===== src/rtl/ctrl_seq.sv =====
// rtl/ctrl_seq.sv - T-state ring counter and opcode decoder for the 8-bit accumulator CPU
//
// Purpose: steps a one-hot ring counter through the T-states of each machine
// cycle and decodes the IR opcode into the datapath control word. HLT freezes
// the counter at T4 until reset.
//
// Optional feature macro: CTRL_SEQ_VAR_CYCLE_EN
//   defined   - variable-length machine cycle (OUT/NOP end after T4, LDA after T5)
//   undefined - every instruction runs all six T-states
//
// Ports:
//   clk      in   system clock, rising edge
//   rst_n    in   asynchronous active-low reset
//   opcode   in   IR upper nibble, valid from T4 onward
//   t_state  out  one-hot ring counter, bit 0 = T1 ... bit 5 = T6
//   cp, ep, lm_n, ce_n, li_n, ei_n, ia, ea, lb_n, su, eu, lo_n
//            out  control word (_n and ia are active-low)
//   halt     out  processor halted

module ctrl_seq #(
    parameter int NCYC = 6
) (
    input  logic            clk,
    input  logic            rst_n,
    input  logic [3:0]      opcode,
    output logic [NCYC-1:0] t_state,
    output logic            cp,
    output logic            ep,
    output logic            lm_n,
    output logic            ce_n,
    output logic            li_n,
    output logic            ei_n,
    output logic            ia,
    output logic            ea,
    output logic            lb_n,
    output logic            su,
    output logic            eu,
    output logic            lo_n,
    output logic            halt
);

    localparam logic [3:0] OP_LDA = 4'b0000;
    localparam logic [3:0] OP_ADD = 4'b0001;
    localparam logic [3:0] OP_SUB = 4'b0010;
    localparam logic [3:0] OP_OUT = 4'b1110;
    localparam logic [3:0] OP_HLT = 4'b1111;

    localparam logic [NCYC-1:0] T1 = NCYC'(1) << 0;
    localparam logic [NCYC-1:0] T2 = NCYC'(1) << 1;
    localparam logic [NCYC-1:0] T3 = NCYC'(1) << 2;
    localparam logic [NCYC-1:0] T4 = NCYC'(1) << 3;
    localparam logic [NCYC-1:0] T5 = NCYC'(1) << 4;
    localparam logic [NCYC-1:0] T6 = NCYC'(1) << 5;

    logic [NCYC-1:0] r_t_state;
    logic            r_halt;
    logic [NCYC-1:0] w_t_next;
    logic            w_halt_next;
    logic [NCYC-1:0] w_last_state;
    logic            w_onehot;

    // State register
    always_ff @(posedge clk or negedge rst_n) begin
        if (!rst_n) begin
            r_t_state <= T1;
            r_halt    <= 1'b0;
        end else begin
            r_t_state <= w_t_next;
            r_halt    <= w_halt_next;
        end
    end

    // Final T-state of the current instruction; only consulted in T4..T6,
    // which is exactly when opcode is valid.
    always_comb begin
        w_last_state = T6;
`ifdef CTRL_SEQ_VAR_CYCLE_EN
        case (opcode)
            OP_LDA:         w_last_state = T5;
            OP_ADD, OP_SUB: w_last_state = T6;
            OP_HLT:         w_last_state = T6;
            default:        w_last_state = T4;
        endcase
`endif
    end

    assign w_onehot = (r_t_state != '0) && ((r_t_state & (r_t_state - NCYC'(1))) == '0);

    // Next-state logic
    always_comb begin
        w_t_next    = T1;
        w_halt_next = r_halt;
        if (!w_onehot) begin
            // Corrupted ring recovers to the start of a machine cycle.
            w_t_next = T1;
        end else if (r_halt) begin
            w_t_next = r_t_state;
        end else if (r_t_state == T4 && opcode == OP_HLT) begin
            w_t_next    = T4;
            w_halt_next = 1'b1;
        end else if ((r_t_state & w_last_state) != '0) begin
            w_t_next = T1;
        end else begin
            w_t_next = {r_t_state[NCYC-2:0], 1'b0};
        end
    end

    // Output decode
    always_comb begin
        cp   = 1'b0;
        ep   = 1'b0;
        lm_n = 1'b1;
        ce_n = 1'b1;
        li_n = 1'b1;
        ei_n = 1'b1;
        ia   = 1'b1;
        ea   = 1'b0;
        lb_n = 1'b1;
        su   = 1'b0;
        eu   = 1'b0;
        lo_n = 1'b1;
        if (!r_halt) begin
            case (r_t_state)
                T1: begin
                    ep   = 1'b1;
                    lm_n = 1'b0;
                end
                T2: cp = 1'b1;
                T3: begin
                    ce_n = 1'b0;
                    li_n = 1'b0;
                end
                T4: begin
                    if (opcode == OP_LDA || opcode == OP_ADD || opcode == OP_SUB) begin
                        ei_n = 1'b0;
                        lm_n = 1'b0;
                    end else if (opcode == OP_OUT) begin
                        ea   = 1'b1;
                        lo_n = 1'b0;
                    end
                end
                T5: begin
                    if (opcode == OP_LDA) begin
                        ce_n = 1'b0;
                        ia   = 1'b0;
                    end else if (opcode == OP_ADD || opcode == OP_SUB) begin
                        ce_n = 1'b0;
                        lb_n = 1'b0;
                    end
                end
                T6: begin
                    if (opcode == OP_ADD || opcode == OP_SUB) begin
                        eu = 1'b1;
                        ia = 1'b0;
                    end
                end
                default: ;
            endcase
            // Subtract select is held from T4 so the ALU result is settled by T6.
            if (opcode == OP_SUB && (r_t_state == T4 || r_t_state == T5 || r_t_state == T6)) begin
                su = 1'b1;
            end
        end
    end

    assign t_state = r_t_state;
    assign halt    = r_halt;

endmodule


===== config.mk =====
export PLATFORM = sky130hd
export DESIGN_NAME = ctrl_seq
export DESIGN_NICKNAME = d
export VERILOG_FILES = /design/src/rtl/ctrl_seq.sv
export SDC_FILE = /design/constraint.sdc
export NUM_CORES = 1
export LEC_CHECK = 0
export CAP_MARGIN = 25
export CORE_UTILIZATION = 40
export CTS_CLUSTER_SIZE = 10
export DETAILED_ROUTE_END_ITERATION = 10
export PLACE_DENSITY = 0.76
export RECOVER_POWER = 50
export SLEW_MARGIN = 10
export SYNTH_ARGS = -nofsm -noshare
export SYNTH_HDL_FRONTEND = slang
export SYNTH_SLANG_ARGS = --single-unit

===== constraint.sdc =====
create_clock -name clk -period 2.03 [get_ports clk]
set_input_delay 0.406 -clock clk [delete_from_list [all_inputs] [get_ports clk]]
set_output_delay 0.406 -clock clk [all_outputs]
set_load 0.02 [all_outputs]

==> flow_summary_export.csv <==
group,metric,value,unit
synth,synth_compound_gate_area_share,0.217,
grt,maximum_number_of_pins_on_one_net_before_global_route_repair,10,
synth,synth_cells,73,
drt,via_per_inst,5.86,
place,dpl_worst_slack,-694,ps
place,portBuffers,24,
floorplanning,floorplan.core_area,1350,sq um
synth,synthAdderAreaFrac,0,
cells_and_area,fillerInstances,65,
timing,timing.final.setup_violations,10,
synth,post_synth_and_or_nand_nor_area_fraction,0.365,
critical_path,worstPathCellList,"or4_4, or2_4, nor4_4, inv_2, buf_6",
timing,slew_worst_pin,659,ps
critical_path,slack_of_the_worst_reg_to_reg_path,-60,ps
synth,syn-num-nets,79,
critical_path,reg2regPathDepth,5,
floorplanning,initial_core_util,0.445,
min_path,classification_of_the_worst_slack_hold_path,"primary input to async pin",
timing,achievable-frequency,436,MHz
critical_path,timing.rr.start,"t_state[5]",
cells_and_area,post_layout_nets,141,
synth,netlist-cell-type-count,37,
critical_path,critical_path_arrival,1890,ps
floorplanning,floorplan.io_pins,25,
grt,antenna_found_initial,0,
cells_and_area,flow.area_growth_from_synthesis,97.9,%
cells_and_area,seq_area,181,sq um
critical_path,critical_path_class,"flip-flop to primary output",
power_and_ir_drop,p_leak,0.000583,uW
timing,grt_setup_unrepaired,"yes",
cts,tritoncts,"done",
critical_path,slowest_stage,"or4_4",
drt,detailedRoute.firstPassIterationCount,5,
synth,synth.top_cells.by_count,"nor2_1, dfrtp_1, nand2_1",
drt,ant_nets,0,
timing,finalSetupTns,-1220,ps
critical_path,worst_path_largest_cell_delay,550,ps
cts,max-clock-path-buffers,2,
synth,avgSynthCellArea,8.23,sq um
critical_path,critPathCaptureType,"primary output",
synth,synth_top_family_by_area,"simple AND/OR/NAND/NOR gates",
synth,synth_xor_xnor_area_share,0.0438,
cts,htree_levels,1,
outcome,outcome,"finished with violations",
cells_and_area,multi_input_area,443,sq um
timing,slew-limit-headroom,0.555,
floorplanning,floorplan.die.height,40.8,um
critical_path,r2r-end,"t_state[3]",
synth,largest_area_contributor_in_the_netlist,"dfrtp_1",
critical_path,cp_data_required_time,1620,ps
place,hpwlAfterDp,1.66,mm
cells_and_area,antennaDiodeCount,0,
timing,clock_skew,7.60,ps
drt,route.detailed.wl_per_inst,17.1,um
timing,report.final.slew_viol_count,0,
cts,tritoncts_num_sinks,7,
synth,synth.yosys.seq_area_share,0.294,
synth,post_synth_mux_area_share,0.0354,
critical_path,crit_fanout,2,
synth,dominantRegCellSynth,"dfrtp_1",
synth,synth_enable_flop_cells,0,
place,gp_congestion,0.892,
drt,wl,2.54,mm
timing,timing.final.crit_period,2290,ps
outcome,violations,"negative setup slack",
grt,grt_pass1_vias,838,
floorplanning,fp-row-count,13,
drt,initialDrtViolationCount,46,
synth,synth.ff_latch_count,7,
power_and_ir_drop,vdd_drop_max,0.228,mV
power_and_ir_drop,powerDensity,265,nW/um^2
drt,drc,0,
synth,yosys.cell_count.top_type,"nor2_1",
synth,yosys.area.top_type_share,0.250,
cts,clock_insertion_delay_worst_skew,270,ps
cts,clk_pin_slew_worst_paths,60,ps
cts,tritoncts.num_buffers,3,
synth,synth-warning-count,0,
drt,detailroute.via_count,873,
timing,hold_viol_final,0,
timing,crit_share_post_route,1.13,
job,cap_violations,0,
synth,asyncSetResetFlopFracSynth,1.00,
grt,grt-ovfl-total,0,
floorplanning,fp.dieW,40.8,um
synth,synth_top_cells_by_area,"dfrtp_1, nor2_1, o41ai_4",
cells_and_area,final_layout_size_suffix_gt1_frac,0.537,
cts,clock-root-buffer,"clkbuf_4",
grt,all_layer_global_routing_usage,0.331,
grt,grt_first_pass_wirelength,3.44,mm
floorplanning,die_area,1660,sq um
timing,final_critical_path_setup_slack,-263,ps
synth,synth_area,601,sq um
cells_and_area,utilization,0.880,
critical_path,setup.worst_path.start_class,"flip-flop",
worst max-delay path, delay by kind of cell, from the launching register on:
| family | cells | cell delay [ps] |
|---|---|---|
| buffers and inverters | 2 | 200 |
| flip-flops | 1 | 410 |
| AND/OR/NAND/NOR | 3 | 1010 |
area by class of cell:
cell class	count	share of cell area
tap	15	0.0158
clock buffer	4	0.0221
inverter	3	0.00947
multi-input combinational	59	0.373
sequential	7	0.153
timing repair buffer	61	0.427
report_power, final:
part / internal, uW / leakage, uW / switching [uW]
Clock: 75.8 / 0.0000150 / 62.9
Combinational: 18.8 / 0.000490 / 17.9
Sequential: 140 / 0.0000784 / 0
stage by stage:
step | area (sq um) | power (uW) | hold WS (ps) | std cells
after floorplan | 647 | 153 | 110 | 73
after global placement | 1150 | 177 | 635 | 142
after detailed placement | 1150 | 178 | 626 | 142
after CTS | 1200 | 308 | 415 | 149
after global routing | 1190 | 325 | 492 | 149
final | 1190 | 315 | 464 | 149
placed cells by master (no fill, tap or decap), types with 2 or more instances in the layout:
master,count
buf_4,36
nor2_1,8
clkdlybuf4s50_1,7
nand2_1,6
buf_6,6
buf_2,5
dlygate4sd2_1,4
dfrtp_2,4
nor4_2,3
o21ai_0,3
nand4_1,3
clkbuf_4,3
nand2b_1,2
or4_4,2
xor2_1,2
inv_1,2
nor2b_1,2
and2_1,2
o211ai_1,2
a31o_2,2
dfrtp_1,2
what timing repair did:
action / 4_1_cts / 5_1_grt
gates resized for setup: 69 / 3
pin swaps: 6 / 0
setup buffers: 3 / 0
setup endpoints to repair: 12 / 11
hold buffers: 0 / 0
worst max path at each step:
stage,to,from,slack [ps]
after floorplan,lo_n,t_state[2],-120
after global placement,lb_n,opcode[3],-670
after detailed placement,lb_n,opcode[3],-690
after CTS,lo_n,t_state[5],-210
after global routing,ea,t_state[5],-310
final,lo_n,t_state[5],-260
logic make-up (layout without fill, tap and decap cells):
| logic type | Yosys count | count (layout) |
|---|---|---|
| compound gates | 15 | 15 |
| xor+xnor | 3 | 3 |
| buf+inv | 7 | 68 |
| flops | 7 | 7 |
| mux | 2 | 2 |
| simple gates | 39 | 39 |
layer usage:
layer	global-route usage	wire [um]	vias up
met5	0	0	-
met4	0.175	53	0
met3	0.0707	183	8
met2	0.651	1390	49
met1	0.310	918	425
li1	-	-	391
registers in the layout, summed over array words and instances, names as in the netlist:
register / flops
halt: 1
t_state: 6
No activity file was read; power rests on OpenSTA's default activity.
